===== config.mk =====
export PLATFORM = sky130hd
export DESIGN_NAME = stripe_scroll_sched
export DESIGN_NICKNAME = d
export VERILOG_FILES = /design/src/rtl/stripe_pkg.sv /design/src/rtl/frame_edge_det.sv /design/src/rtl/stripe_scroll_sched.sv
export SDC_FILE = /design/constraint.sdc
export NUM_CORES = 1
export LEC_CHECK = 0
export ABC_AREA = 1
export CAP_MARGIN = 20
export CORE_MARGIN = 5
export CORE_UTILIZATION = 50
export DETAILED_ROUTE_END_ITERATION = 8
export PLACE_DENSITY = 0.76
export SLEW_MARGIN = 5
export SYNTH_ARGS = -nofsm -noshare
export SYNTH_HDL_FRONTEND = slang
export SYNTH_SLANG_ARGS = --single-unit

===== constraint.sdc =====
create_clock -name clk -period 3.44 [get_ports clk]
set_input_delay 1.032 -clock clk [delete_from_list [all_inputs] [get_ports clk]]
set_output_delay 1.032 -clock clk [all_outputs]
set_load 0.005 [all_outputs]

===== src/rtl/stripe_pkg.sv =====
// Shared types and default widths for the stripe/pattern scroll logic.
package stripe_pkg;

    localparam int unsigned OFFSET_W_DEF = 10;
    localparam int unsigned SPEED_W_DEF  = 4;
    localparam int unsigned PHASE_W      = 3;
    localparam int unsigned HOLD_W       = 8;

    typedef enum logic [PHASE_W-1:0] {
        PH_MANUAL  = 3'd0,
        PH_ACCEL   = 3'd1,
        PH_CRUISE  = 3'd2,
        PH_DECEL   = 3'd3,
        PH_REVERSE = 3'd4
    } phase_e;

endpackage


===== src/rtl/frame_edge_det.sv =====
// Polarity-normalised vsync assertion-edge detector; registered one-cycle frame tick.
module frame_edge_det #(
    parameter bit VSYNC_ACTIVE_LOW = 1'b1
) (
    input  logic clk,
    input  logic reset,
    input  logic vsync,
    output logic frame_tick
);

    logic vs_act;
    logic hist_q;
    logic armed_q;
    logic tick_q;

    assign vs_act = VSYNC_ACTIVE_LOW ? ~vsync : vsync;

    // armed_q suppresses a false edge when reset releases in the middle of a pulse
    always_ff @(posedge clk) begin
        if (reset) begin
            hist_q  <= 1'b0;
            armed_q <= 1'b0;
            tick_q  <= 1'b0;
        end else begin
            hist_q  <= vs_act;
            armed_q <= 1'b1;
            tick_q  <= armed_q & ~hist_q & vs_act;
        end
    end

    assign frame_tick = tick_q;

endmodule


===== src/rtl/stripe_scroll_sched.sv =====
// Per-frame scroll scheduler: manual or FSM-driven speed/direction, offset updated once per frame.
module stripe_scroll_sched
    import stripe_pkg::*;
#(
    parameter int unsigned OFFSET_W         = OFFSET_W_DEF,
    parameter int unsigned SPEED_W          = SPEED_W_DEF,
    parameter int unsigned MAX_SPEED        = 8,
    parameter int unsigned HOLD_FRAMES      = 60,
    parameter bit          VSYNC_ACTIVE_LOW = 1'b1
) (
    input  logic                clk,
    input  logic                reset,
    input  logic                vsync,
    input  logic                auto_en,
    input  logic                pause,
    input  logic [SPEED_W-1:0]  man_speed,
    input  logic                man_dir,
    output logic                frame_tick,
    output logic [OFFSET_W-1:0] scroll_x,
    output logic [SPEED_W-1:0]  cur_speed,
    output logic                cur_dir,
    output logic [PHASE_W-1:0]  phase
);

    localparam logic [SPEED_W-1:0] MAX_S     = SPEED_W'(MAX_SPEED);
    localparam logic [HOLD_W-1:0]  HOLD_LAST = HOLD_W'(HOLD_FRAMES - 1);

    logic tick;

    phase_e              state_q, state_d;
    phase_e              phase_q, phase_d;
    logic [HOLD_W-1:0]   hold_q, hold_d;
    logic [SPEED_W-1:0]  spd_q, spd_d;
    logic                dir_q, dir_d;
    logic [OFFSET_W-1:0] sx_q, sx_d;

    frame_edge_det #(
        .VSYNC_ACTIVE_LOW(VSYNC_ACTIVE_LOW)
    ) u_edge (
        .clk       (clk),
        .reset     (reset),
        .vsync     (vsync),
        .frame_tick(tick)
    );

    always_ff @(posedge clk) begin
        if (reset) begin
            state_q <= PH_ACCEL;
            phase_q <= PH_MANUAL;
            hold_q  <= '0;
            spd_q   <= '0;
            dir_q   <= 1'b0;
            sx_q    <= '0;
        end else begin
            state_q <= state_d;
            phase_q <= phase_d;
            hold_q  <= hold_d;
            spd_q   <= spd_d;
            dir_q   <= dir_d;
            sx_q    <= sx_d;
        end
    end

    // Speed/direction are resolved first; the offset then moves by the new values.
    always_comb begin
        state_d = state_q;
        phase_d = phase_q;
        hold_d  = hold_q;
        spd_d   = spd_q;
        dir_d   = dir_q;
        sx_d    = sx_q;
        if (tick && !pause) begin
            if (!auto_en) begin
                spd_d   = (man_speed > MAX_S) ? MAX_S : man_speed;
                dir_d   = man_dir;
                state_d = PH_ACCEL;
                hold_d  = '0;
                phase_d = PH_MANUAL;
            end else begin
                case (state_q)
                    PH_CRUISE: begin
                        if (hold_q == HOLD_LAST) begin
                            state_d = PH_DECEL;
                        end else begin
                            hold_d = hold_q + HOLD_W'(1);
                        end
                    end
                    PH_DECEL: begin
                        spd_d = (spd_q == '0) ? '0 : spd_q - SPEED_W'(1);
                        if (spd_d == '0) begin
                            state_d = PH_REVERSE;
                        end
                    end
                    PH_REVERSE: begin
                        dir_d   = ~dir_q;
                        spd_d   = '0;
                        state_d = PH_ACCEL;
                    end
                    default: begin
                        // also absorbs an over-range speed inherited from manual mode
                        spd_d = (spd_q >= MAX_S) ? MAX_S : spd_q + SPEED_W'(1);
                        if (spd_d == MAX_S) begin
                            state_d = PH_CRUISE;
                            hold_d  = '0;
                        end
                    end
                endcase
                phase_d = state_d;
            end
            sx_d = dir_d ? sx_q - OFFSET_W'(spd_d) : sx_q + OFFSET_W'(spd_d);
        end
    end

    assign frame_tick = tick;
    assign scroll_x   = sx_q;
    assign cur_speed  = spd_q;
    assign cur_dir    = dir_q;
    assign phase      = phase_q;

endmodule


==> results.json <==
{
  "internal_power_mw": 0.6486,
  "p_switching_mw": 0.2878,
  "tns_ps": 0,
  "syn_area_um2": 2171,
  "synth_ff_type": "dfxtp_1",
  "crit_buf_inv": 2,
  "layout_setup_ws_ps": 120.6,
  "htree_num_levels": 2,
  "synth_area_leaders": "dfxtp_1, nand2_1, ha_1",
  "min_period_over_period_pct": 96.49,
  "worst_pin_slew_ps": 397.3,
  "drive_gt1_share_pct": 31.11,
  "worstHoldStart": "u_edge.hist_q$_SDFF_PP0_",
  "die_h_um": 75.89,
  "ys_warn_count": 0,
  "max_freq_ghz": 0.3013,
  "required_ps": 3620,
  "worst_hold_slack_ps": 389.4,
  "hpwl_um": 4021,
  "first_pass_iters": 4,
  "outcome": "complete, no violations",
  "slew_headroom_pct": 73.35,
  "synthesis.instances": 318,
  "synth_nets": 343,
  "leakage_nw": 1.413,
  "synth_top_area_share_pct": 27.67,
  "drtAntennaViolNets": 0,
  "cp_cell_sequence": "clkdlybuf4s50_1 -> nand2_1 -> nand2_4 -> inv_1 -> ha_4 -> nor2_2 -> xor2_1 -> ha_1 -> a21oi_2 -> o21ai_2 -> nand2_1 -> nand2_1 -> a31oi_4 -> nand3_2 -> nand2_1 -> nor2_1 -> nor2_1 -> nor2_1",
  "ys_ff_latch": 30,
  "path_clk_slew_ps": 70,
  "placed_area_um2": 2729,
  "finalInstanceArea_um2": 3049,
  "die-width_um": 75.89,
  "maxSlewViolCount": 0,
  "combinationalPowerShare_pct": 28.9,
  "drc": 0,
  "reg2reg_from": "cur_speed[1]$_SDFFE_PP0P_",
  "grt_pass1_wl_um": 9349,
  "syn2layout_area_growth_pct": 40.46,
  "yosysSeqAreaShare_pct": 27.67,
  "grt.overflow.total": 0,
  "via_count": 2315,
  "min_path_type": "register to register",
  "drt_iter0_drc": 132,
  "synth_top_area_cell": "dfxtp_1",
  "coreArea_um2": 4294,
  "drt-wirelength-per-cell_um": 12.90,
  "grt_usage_pct": 20.87,
  "power_density_nw_per_um2": 307.1,
  "skew_ps": 2.586,
  "portBuffers": 28,
  "setup_violations": 0,
  "seqPwrFrac_pct": 38.7,
  "insertion_delay_ps": 280,
  "numCtsBuffers": 5,
  "vdd_drop_max_mv": 0.1824,
  "die_area_um2": 5759,
  "cts_tree": "built",
  "hold_violations": 0,
  "async_reset_ff_share_pct": 0,
  "swShare_pct": 30.74,
  "critPathMaxStageDelay_ps": 460,
  "synth.avg_cell_area_um2": 6.827,
  "start_kind": "input pin",
  "nets": 413,
  "start_util_pct": 50.55,
  "antenna_found_initial": 0,
  "ys_types": 39,
  "worstPathArrival_ps": 3500,
  "finalPower_mw": 0.9364,
  "final_util_pct": 71.01,
  "synth_edf_count": 0,
  "numClockSinks": 30,
  "crit_type": "input pin to register",
  "pin_count": 29,
  "period_minus_slack_ps": 3319,
  "grt_pass1_vias": 2185,
  "antennaDiodeCount": 0,
  "place_congestion": 0.8909,
  "endpoint_kind": "register",
  "rows": 24,
  "pwr-share-clk_pct": 32.4,
  "dp.cells": 424,
  "pre_cts_ws_ps": -635.4,
  "routed_wl_um": 5689,
  "maxCapViolations": 0,
  "grt_max_degree": 24,
  "finalNonFillerCells": 441,
  "cp_max_fo": 4,
  "cp_common_cell": "nand2_1",
  "startpoint": "man_speed[0]",
  "critical_path.top_delay_family": "simple AND/OR/NAND/NOR gates",
  "via_per_inst": 5.249,
  "cts-root-buf": "clkbuf_8",
  "crit_slowest_cell": "clkdlybuf4s50_1",
  "clk_path_buf_depth": 2
}
==> power by group through the flow <==
stage                     registers, mW  clock network, mW  logic [mW]
after CTS                         0.363              0.313       0.240
final                             0.362              0.304       0.270
after global routing              0.364              0.332       0.295
after detailed placement          0.371                  0       0.219
after floorplan                   0.371                  0       0.125
after global placement            0.370                  0       0.214
==> cells in the final DEF, fill, tap and decap left out, types with 2 or more instances in the layout <==
cell type	count
nand2_1	47
buf_4	41
inv_1	34
nor2_1	31
dfxtp_1	28
clkdlybuf4s50_1	24
a21oi_1	20
o21ai_0	19
inv_2	17
nand3_1	16
ha_1	11
nor2_2	9
nand3_2	9
nand2_2	7
o21ai_1	7
clkbuf_8	6
nor3_1	5
nand2_4	4
xor2_1	4
nor2_4	3
o21ai_2	3
a21oi_2	3
nand3b_1	3
nand4_1	3
ha_4	3
dlymetal6s2s_1	3
o21ai_4	2
nor3_2	2
o21bai_1	2
o211ai_1	2
xnor2_1	2
dfxtp_4	2
buf_6	2
==> sequential cells by signal, summed over array words and instances (netlist names) <==
name and cells:
u_edge.frame_tick 1, scroll_x 10, u_edge.hist_q 1, state_q 3
u_edge.armed_q 1, cur_speed 4, hold_q 8, cur_dir 1
phase 1
==> Yosys cell counts (2+ instances only) <==
library cell  number
a21oi_1           23
clkbuf_1           4
xnor2_1            2
nand3b_1           3
o21ai_0           26
xor2_1             4
nor2_2             2
nor3_1             7
buf_4              2
nand4_1            3
nand2_2            3
nand3_1           20
nand2_1           51
dfxtp_1           30
inv_1             42
nor2_1            38
nor2_4             3
nand2_4            4
inv_2              9
o21bai_1           2
ha_1              14
o21ai_1            2
o21ai_4            2
a31oi_1            2
nand3_2            5
o211ai_1           2
==> metal layers <==
layer  track usage (%)  share of wire (%)  vias up
met1             24.44                 43     1072
met2             36.88                 51       61
met5                 0                  0        -
met3             5.013                4.4       10
met4             7.184                1.6        0
li1                  -                  -     1172
==> worst reg2reg max path, stage by stage, from the launching register on <==
cell     delay (ps)
dfxtp_4         370
ha_4            160
or2_1           220
nand3_2          80
nor2_1           50
nor2_2          120
nor2_2           70
nor2_4          120
inv_2            50
nor3_2          170
ha_1            250
o21ai_1         140
ha_1            310
a21oi_2         160
nand2_1          80
nand2_1          70
nand2_1          60
nand2_2          70
a21oi_2          60
o21ai_1         130
nand2_1          80
nand2_1          60
nand2_1          40
o21ai_1         130
inv_1            40
==> worst paths after layout <==
kind	to	slack [ps]	cells after the start
max reg2reg	scroll_x[8]$_SDFFE_PP0P_	260	24
min	u_edge.frame_tick$_SDFF_PP0_	390	1
min reg2reg	u_edge.frame_tick$_SDFF_PP0_	390	1
max	scroll_x[9]$_SDFFE_PP0P_	120	18
==> final cells by class <==
cell class              instances  area, um2
multi-input cells             229       1478
fillers                       350       1245
flip-flops and latches         30      608.1
repair buffers                 70      608.1
inverters                      52      195.2
clock buffers                   6      82.58
well taps                      52      65.06
clock inverters                 2      12.51
==> timing repair <==
action / 4_1_cts / 5_1_grt
buffers inserted: 4 / 5
endpoints found under the setup margin: 5 / 5
gates resized for setup: 19 / 42
gates cloned: 0 / 0
pin swaps: 13 / 28
hold buffers: 0 / 0
==> kinds of logic after synthesis <==
logic type | after synthesis | synth area share (%)
xor gates and xnor gates | 6 | 2.421
adders and majority gates | 15 | 8.991
buffers and inverters | 59 | 10.60
DFF | 30 | 27.67
AOI/OAI and AO/OA | 63 | 16.89
and+or+nand+nor | 145 | 33.43
(Power assumes the default switching activity.)
